## config.mk

```make
export PLATFORM = sky130hd
export DESIGN_NAME = ray_dispatcher
export DESIGN_NICKNAME = d
export VERILOG_FILES = /design/src/rtl/ray_dispatcher_pkg.sv /design/src/rtl/ray_vector_stepper.sv /design/src/rtl/ray_dispatcher.sv
export SDC_FILE = /design/constraint.sdc
export NUM_CORES = 1
export LEC_CHECK = 0
export CORE_ASPECT_RATIO = 1.25
export CORE_MARGIN = 2
export CORE_UTILIZATION = 50
export CTS_BUF_LIST = sky130_fd_sc_hd__clkbuf_16
export DETAILED_ROUTE_END_ITERATION = 6
export PLACE_DENSITY = 0.79
export SYNTH_ARGS = -nofsm -noshare
export SYNTH_HDL_FRONTEND = slang
export SYNTH_SLANG_ARGS = --single-unit
```

## constraint.sdc

```tcl
create_clock -name clock -period 7 [get_ports clock]
set_input_delay 1.4 -clock clock [delete_from_list [all_inputs] [get_ports clock]]
set_output_delay 1.4 -clock clock [all_outputs]
set_load 0.01 [all_outputs]
```

## src/rtl/ray_dispatcher_pkg.sv

```systemverilog
// Shared types for the ray dispatcher: the 3-component position vector and
// the dispatch FSM state encoding.
package ray_dispatcher_pkg;

    localparam int POS_W_DEFAULT = 16;

    typedef struct packed {
        logic [POS_W_DEFAULT-1:0] z;
        logic [POS_W_DEFAULT-1:0] y;
        logic [POS_W_DEFAULT-1:0] x;
    } position_t;

    typedef enum logic [1:0] {
        ST_IDLE  = 2'd0,
        ST_ISSUE = 2'd1,
        ST_ACK   = 2'd2
    } dispatch_state_t;

endpackage

```

## src/rtl/ray_vector_stepper.sv

```systemverilog
// Holds the row-start and current ray directions; steps them by du per column
// and by dv per row, component-wise modulo 2^W.
module ray_vector_stepper
    import ray_dispatcher_pkg::*;
#(
    parameter int W = 16
) (
    input  logic             clock,
    input  logic             reset,
    input  logic             load,
    input  logic             col_step,
    input  logic             row_step,
    input  logic [3*W-1:0]   cornerV,
    input  logic [3*W-1:0]   du,
    input  logic [3*W-1:0]   dv,
    output logic [3*W-1:0]   rayV
);

    logic [3*W-1:0] row_v_r;
    logic [3*W-1:0] ray_v_r;
    logic [3*W-1:0] du_r;
    logic [3*W-1:0] dv_r;
    logic [3*W-1:0] row_next_s;

    function automatic logic [3*W-1:0] vec_add(input logic [3*W-1:0] a,
                                               input logic [3*W-1:0] b);
        logic [3*W-1:0] sum;
        for (int i = 0; i < 3; i++) begin
            sum[i*W +: W] = a[i*W +: W] + b[i*W +: W];
        end
        return sum;
    endfunction

    assign row_next_s = vec_add(row_v_r, dv_r);

    // Direction registers: load at frame start, then column or row steps.
    always_ff @(posedge clock or negedge reset) begin
        if (!reset) begin
            row_v_r <= '0;
            ray_v_r <= '0;
            du_r    <= '0;
            dv_r    <= '0;
        end else if (load) begin
            row_v_r <= cornerV;
            ray_v_r <= cornerV;
            du_r    <= du;
            dv_r    <= dv;
        end else if (col_step) begin
            ray_v_r <= vec_add(ray_v_r, du_r);
        end else if (row_step) begin
            row_v_r <= row_next_s;
            ray_v_r <= row_next_s;
        end else begin
            ray_v_r <= ray_v_r;
        end
    end

    assign rayV = ray_v_r;

endmodule

```

## src/rtl/ray_dispatcher.sv

```systemverilog
// Walks every pixel of a frame in raster order, launching one ray per pixel
// into a ray unit with a two-cycle minimum issue interval.
module ray_dispatcher
    import ray_dispatcher_pkg::*;
#(
    parameter int POSITION_WIDTH = 16,
    parameter int ADDRESS_WIDTH  = 32,
    parameter int H_COUNT        = 320,
    parameter int V_COUNT        = 240
) (
    input  logic                          clock,
    input  logic                          reset,
    input  logic                          frameStart,
    input  logic                          abort,
    input  logic [3*POSITION_WIDTH-1:0]   cameraQ,
    input  logic [3*POSITION_WIDTH-1:0]   cornerV,
    input  logic [3*POSITION_WIDTH-1:0]   du,
    input  logic [3*POSITION_WIDTH-1:0]   dv,
    input  logic [ADDRESS_WIDTH-1:0]      frameAddress,
    output logic                          start,
    input  logic                          rayBusy,
    output logic [3*POSITION_WIDTH-1:0]   rayQ,
    output logic [3*POSITION_WIDTH-1:0]   rayV,
    output logic [ADDRESS_WIDTH-1:0]      pixelAddress,
    output logic                          frameBusy,
    output logic                          frameDone
);

    localparam int X_W = (H_COUNT > 1) ? $clog2(H_COUNT) : 1;
    localparam int Y_W = (V_COUNT > 1) ? $clog2(V_COUNT) : 1;
    localparam logic [X_W-1:0] X_LAST = X_W'(H_COUNT - 1);
    localparam logic [Y_W-1:0] Y_LAST = Y_W'(V_COUNT - 1);

    dispatch_state_t               state_r;
    dispatch_state_t               state_next_s;
    logic [X_W-1:0]                x_r;
    logic [Y_W-1:0]                y_r;
    logic [ADDRESS_WIDTH-1:0]      addr_r;
    logic [3*POSITION_WIDTH-1:0]   q_r;
    logic                          start_r;
    logic                          done_r;
    logic                          start_next_s;
    logic                          done_next_s;
    logic                          load_s;
    logic                          col_step_s;
    logic                          row_step_s;
    logic                          last_x_s;
    logic                          last_y_s;

    assign last_x_s = (x_r == X_LAST);
    assign last_y_s = (y_r == Y_LAST);

    // State register.
    always_ff @(posedge clock or negedge reset) begin
        if (!reset) begin
            state_r <= ST_IDLE;
        end else begin
            state_r <= state_next_s;
        end
    end

    // Next-state logic; abort overrides every transition.
    always_comb begin
        state_next_s = state_r;
        if (abort) begin
            state_next_s = ST_IDLE;
        end else begin
            case (state_r)
                ST_IDLE:  state_next_s = frameStart ? ST_ISSUE : ST_IDLE;
                ST_ISSUE: state_next_s = rayBusy ? ST_ISSUE : ST_ACK;
                ST_ACK:   state_next_s = (last_x_s && last_y_s) ? ST_IDLE : ST_ISSUE;
                default:  state_next_s = ST_IDLE;
            endcase
        end
    end

    // Output and datapath control decode.
    always_comb begin
        start_next_s = 1'b0;
        done_next_s  = 1'b0;
        load_s       = 1'b0;
        col_step_s   = 1'b0;
        row_step_s   = 1'b0;
        if (abort) begin
            start_next_s = 1'b0;
        end else begin
            case (state_r)
                ST_IDLE:  load_s = frameStart;
                ST_ISSUE: start_next_s = !rayBusy;
                ST_ACK: begin
                    col_step_s  = !last_x_s;
                    row_step_s  = last_x_s && !last_y_s;
                    done_next_s = last_x_s && last_y_s;
                end
                default:  load_s = 1'b0;
            endcase
        end
    end

    // Registered pulses for the ray unit and frame completion.
    always_ff @(posedge clock or negedge reset) begin
        if (!reset) begin
            start_r <= 1'b0;
            done_r  <= 1'b0;
        end else begin
            start_r <= start_next_s;
            done_r  <= done_next_s;
        end
    end

    // Pixel counters, address and origin; held steady between ACK updates.
    always_ff @(posedge clock or negedge reset) begin
        if (!reset) begin
            x_r    <= '0;
            y_r    <= '0;
            addr_r <= '0;
            q_r    <= '0;
        end else if (load_s) begin
            x_r    <= '0;
            y_r    <= '0;
            addr_r <= frameAddress;
            q_r    <= cameraQ;
        end else if (col_step_s) begin
            x_r    <= x_r + X_W'(1);
            addr_r <= addr_r + ADDRESS_WIDTH'(1);
        end else if (row_step_s) begin
            x_r    <= '0;
            y_r    <= y_r + Y_W'(1);
            addr_r <= addr_r + ADDRESS_WIDTH'(1);
        end else begin
            addr_r <= addr_r;
        end
    end

    ray_vector_stepper #(.W(POSITION_WIDTH)) u_stepper (
        .clock    (clock),
        .reset    (reset),
        .load     (load_s),
        .col_step (col_step_s),
        .row_step (row_step_s),
        .cornerV  (cornerV),
        .du       (du),
        .dv       (dv),
        .rayV     (rayV)
    );

    assign start        = start_r;
    assign frameDone    = done_r;
    assign frameBusy    = (state_r != ST_IDLE);
    assign rayQ         = q_r;
    assign pixelAddress = addr_r;

endmodule

```

# Word-level counts from Yosys, hierarchy flattened
# Index checks and enable logic that the tools add are counted.
# totals
memories	0
output_inout_bits	131
ramBits	0
latch_bits	0
romBits	0
ff_bits	293
# op_classes
n_mux	29
eq_ne	5
n_div	0
reduce_logical	10
multipliers	0
n_lt_le_gt_ge	0
n_shift	0
bitwise_logic	0
add_sub_neg	9
# ops
op	n
$mux W48	5
$add A16 B16 Y16	6
$mux W32	3
$add A32 B1 Y32 const B	1
$mux W9	3
$mux W8	3
$mux W1	12
$add A9 B1 Y9 const B	1
$eq A9 B9 Y1 const B	1
$add A8 B1 Y8 const B	1
$eq A8 B8 Y1 const B	1
$pmux W2 S3	1
$mux W2	2
$reduce_bool A2 Y1	2
$logic_not A1 Y1	3
$reduce_bool A3 Y1	1
$eq A2 B1 Y1 const B	1
$eq A2 B2 Y1 const B	1
$logic_and A1 B1 Y1	2
$logic_not A2 Y1	1
$ne A2 B2 Y1 const B	1
$reduce_and A2 Y1	1

# Longest topological paths before layout
# logic_depth
word_depth	8
ltp_mapped	11

# Cells and area by module
# A second synthesis with hierarchy kept.
# unflattened
cells_unflattened	1830
hier_area_um2	17352.9
# modules_own_cells
module	cells_per_inst	area_per_inst_um2	n_inst	seq_area_each_um2
ray_vector_stepper	1284	12462.0	1	4804.6
ray_dispatcher	546	4890.9	1	2527.4

# Least setup slack after synthesis
# Ideal clock, no wire load.
# synth_path
path_type	input-to-reg
from	input port frameStart
to	register u_stepper.row_v_r[33]
n_path_buf	3
arrival_time_ns	2.771
slack_ns	4.094
path_stages	6
path_cell_list	nand2_1 > nor3_1 > clkbuf_1 > clkbuf_1 > buf_1 > o21ai_0
# synth_via
elab_chain_len	4
# synth_lines
element	line_no	rtl
start, declared	ray_dispatcher.sv:13	input logic frameStart,
$mux W1 (*)	ray_dispatcher.sv:87	case (state_r)
$mux W1 (*)	ray_dispatcher.sv:84	if (abort) begin
$ne A2 B2 Y1 (no line) / $reduce_bool A2 Y1 (equally long branches)	-	
$reduce_and A2 Y1 (no line)	-	
end signal, assigned	ray_vector_stepper.sv:44	row_v_r <= cornerV;
end signal, assigned	ray_vector_stepper.sv:51	row_v_r <= row_next_s;
end, declared	ray_vector_stepper.sv:19	logic [3*W-1:0] row_v_r;
# Every way passes the cells marked *; elsewhere a longest branch is shown, timed or not.
# A chain may end at the register's enable or synchronous reset.

# Final worst setup path
# layout_path
from	register y_r[0]
to	register u_stepper.ray_v_r[47] (netlist: u_stepper.rayV[47])
# layout_via
elab_chain_len	6
# layout_lines
element	line_no	rtl
start, declared	ray_dispatcher.sv:37	logic [Y_W-1:0] y_r;
start signal, assigned	ray_dispatcher.sv:128	y_r <= y_r + Y_W'(1);
$eq A8 B8 Y1	ray_dispatcher.sv:51	assign last_y_s = (y_r == Y_LAST);
$logic_not A1 Y1	ray_dispatcher.sv:92	row_step_s = last_x_s && !last_y_s;
$logic_and A1 B1 Y1	ray_dispatcher.sv:92	
$mux W1	ray_dispatcher.sv:87	
$mux W1	ray_dispatcher.sv:84	
$reduce_bool A3 Y1 (no line)	-	
end signal, assigned	ray_vector_stepper.sv:49	ray_v_r <= vec_add(ray_v_r, du_r);
end signal, assigned	ray_vector_stepper.sv:52	ray_v_r <= row_next_s;
end signal, assigned	ray_vector_stepper.sv:54	ray_v_r <= ray_v_r;
end, declared	ray_vector_stepper.sv:20	logic [3*W-1:0] ray_v_r;
# No other way between the ends.

==> impl_metrics.yaml <==
timing:
  rsz0062_at_grt: "no"
  worstMarginPinSlew_ns: 1.08
  skew_ns: 0.0120
  fmax_ghz: 0.236
  fin_crit_ns: 4.23
  setup_viol: 0
  layout_worst_path_cycle_share: 0.605
  finalHoldViolations: 0
  slew_headroom: 0.276
  slew_violations: 0
  tns_ns: 0
clocking:
  clockBufferDepth: 3
  clk_latency_ns: 0.58
  cts_sinks: 293
  clk_pin_slew_ns: 0.07
  cts-resized-gates: 0
  cts_tree: "yes"
  cts_hold_buf: 0
  cts.htree.levels: 1
  cts_made_buffers: 31
  cts_root_buffer: "clkbuf_16"
  postCtsSetupBuffers: 0
power:
  powerDensity_nw_per_um2: 315
  p_leak_nw: 9.78
  fin_total_pwr_mw: 6.70
  peakVddDrop_uv: 212
drt:
  first_pass_iters: 7
  vias_per_cell: 5.75
  drc_errors: 0
  drtIter0Drc: 1334
  ant_nets: 0
  routedWlPerCell_microns: 19.3
  routed_wirelength_microns: 51600
  vias: 15400
worst_setup_path:
  crit_buf_inv: 1
  r2r_slack_ns: 2.77
  crit_type: "flop to flop"
  crit_required_ns: 7.47
  endpoint_kind: "flop"
  crit_top_cell: "nand2_1"
  crit_slowest_cell: "nor4_1"
  crit_fanout: 28
  r2r_start: "y_r[0]"
  crit_family: "simple AND/OR/NAND/NOR gates"
  crit_chain: "ha_1, nand3_1, nor4_1, nand2_1, nand2_1, nand2_1, buf_4, o21a_1, o22a_1"
  critPathMaxStageDelay_ns: 0.88
  start_kind: "flop"
  cp_data_arrival_time_ns: 4.70
  path_depth: 9
  r2r_cells: 9
  critical_path.endpoint: "u_stepper.rayV[47]"
  r2r-end: "u_stepper.rayV[47]"
  crit_start: "y_r[0]"
global_routing:
  globalRouteOverflowTotal: 0
  grt_pass1_wl_microns: 80300
  grt_pass1_vias: 15600
  antenna_found_initial: 3
  grt_use_total: 0.294
  grt_max_degree: 154
synthesis:
  syn_area_sq_um: 16400
  syn-num-nets: 2237
  ys_types: 69
  ys.flop_type: "dfrtp_1"
  syn_inst: 1909
  ys_ff_latch: 293
  avgSynthCellArea_sq_um: 8.57
  ys_warn_count: 0
  synth_edf_count: 0
  async_reset_ff_frac: 1.00
  yosysSeqAreaShare: 0.448
final_layout:
  most-common-layout-cells: "nand2_1, clkdlybuf4s50_1, dfrtp_1"
  multiInputGateArea_sq_um: 8640
  final_common_cell: "nand2_1"
  syn_to_final_growth_pct: 30.2
  fillCellCount: 2640
  fin_nets: 2560
  drive_gt1_frac: 0.0390
  ff_latch_area_sq_um: 7330
placement:
  portBuffers: 359
  gp_congestion: 0.926
  dpl.hpwl_microns: 38000
die:
  die_w_microns: 166
  dieArea_sq_um: 34200
  rows: 74
  die_y_microns: 206
  io-pin-count: 360
  start_util: 0.504
  core_sq_um: 32500
hold_path:
  holdCritPathClass: "flop to flop"
outcome:
  outcome: "completed"
run:
  drv_cap: 0
[state kept, by name (all words and copies together), names as in the netlist]
name	flops
pixelAddress	32
rayQ	48
state_r	2
frameDone	1
u_stepper.dv_r	48
start	1
x_r	9
u_stepper.row_v_r	48
u_stepper.rayV	48
u_stepper.du_r	48
y_r	8
[power breakdown]
group | switching (mW) | total, mW | leakage, nW | internal, mW
clock | 0.709 | 1.62 | 0.510 | 0.911
combinational | 1.45 | 2.73 | 5.67 | 1.28
sequential | 0.332 | 2.36 | 3.60 | 2.02
total | 2.49 | 6.70 | 9.78 | 4.21
[metrics by stage]
stage	utilization	std cells	hold WS (ns)	setup WS (ns)	cell area (sq um)
final	0.656	2675	0.475	2.77	21300
after global routing	0.656	2674	0.494	2.40	21300
after CTS	0.656	2674	0.478	2.80	21300
after detailed placement	0.626	2617	0.462	2.28	20300
after global placement	0.626	2617	0.455	2.43	20300
after floorplan	-	1909	0.443	4.09	16400
[routing by layer]
| layer | global-route usage | up-vias | wire length (microns) |
|---|---|---|---|
| met2 | 0.528 | 736 | 25900 |
| met5 | 0 | - | 42 |
| li1 | - | 7178 | - |
| met3 | 0.0617 | 183 | 4090 |
| met4 | 0.164 | 6 | 3130 |
| met1 | 0.326 | 7281 | 18500 |
[Yosys cell counts, drive strengths merged, types with 16 or more instances]
cell type	count	area [sq um]
nand2	599	2250
dfrtp	293	7330
nor2	139	522
o21ai	120	601
a21oi	107	543
ha	93	1160
clkbuf	71	267
xnor2	61	534
xor2	51	447
nand3	30	150
nor3	29	150
inv	27	101
a21o	25	189
o22ai	23	150
a22oi	21	158
mux2i	16	160
o21a	16	120
[kinds of logic after synthesis]
group,count (synthesis),share of synthesized area
DFF,293,0.448
and+or+nand+nor,865,0.215
xor gates and xnor gates,113,0.0613
muxes,16,0.00979
adders and majority gates,99,0.0784
buffers and inverters,111,0.0261
AOI/OAI and AO/OA,412,0.161
[layout make-up]
cell class / count / share of cell area
timing repair buffer: 374 / 0.175
clock buffer: 31 / 0.0364
antenna: 1 / 0.000117
sequential: 293 / 0.344
inverter: 27 / 0.00476
multi-input combinational: 1505 / 0.405
clock inverter: 26 / 0.00939
tap: 418 / 0.0245
[worst register-to-register path, stage by stage (launching register included)]
cell     delay (ns)
dfrtp_1        0.39
ha_1           0.19
nand3_1        0.10
nor4_1         0.88
nand2_1        0.26
nand2_1        0.76
nand2_1        0.76
buf_4          0.46
o21a_1         0.15
o22a_1         0.18
[worst min path at each step]
stage                               start                    end  slack, ns  cells past startpoint
finish                           rayQ[18]               rayQ[18]       0.48                      2
CTS                              rayQ[18]               rayQ[18]       0.48                      2
floorplan            u_stepper.row_v_r[0]   u_stepper.row_v_r[0]       0.44                      2
global route                     rayQ[18]               rayQ[18]       0.49                      2
detailed placement               rayQ[18]               rayQ[18]       0.46                      2
global placement    u_stepper.row_v_r[19]  u_stepper.row_v_r[19]       0.46                      2
(Power assumes the default switching activity.)
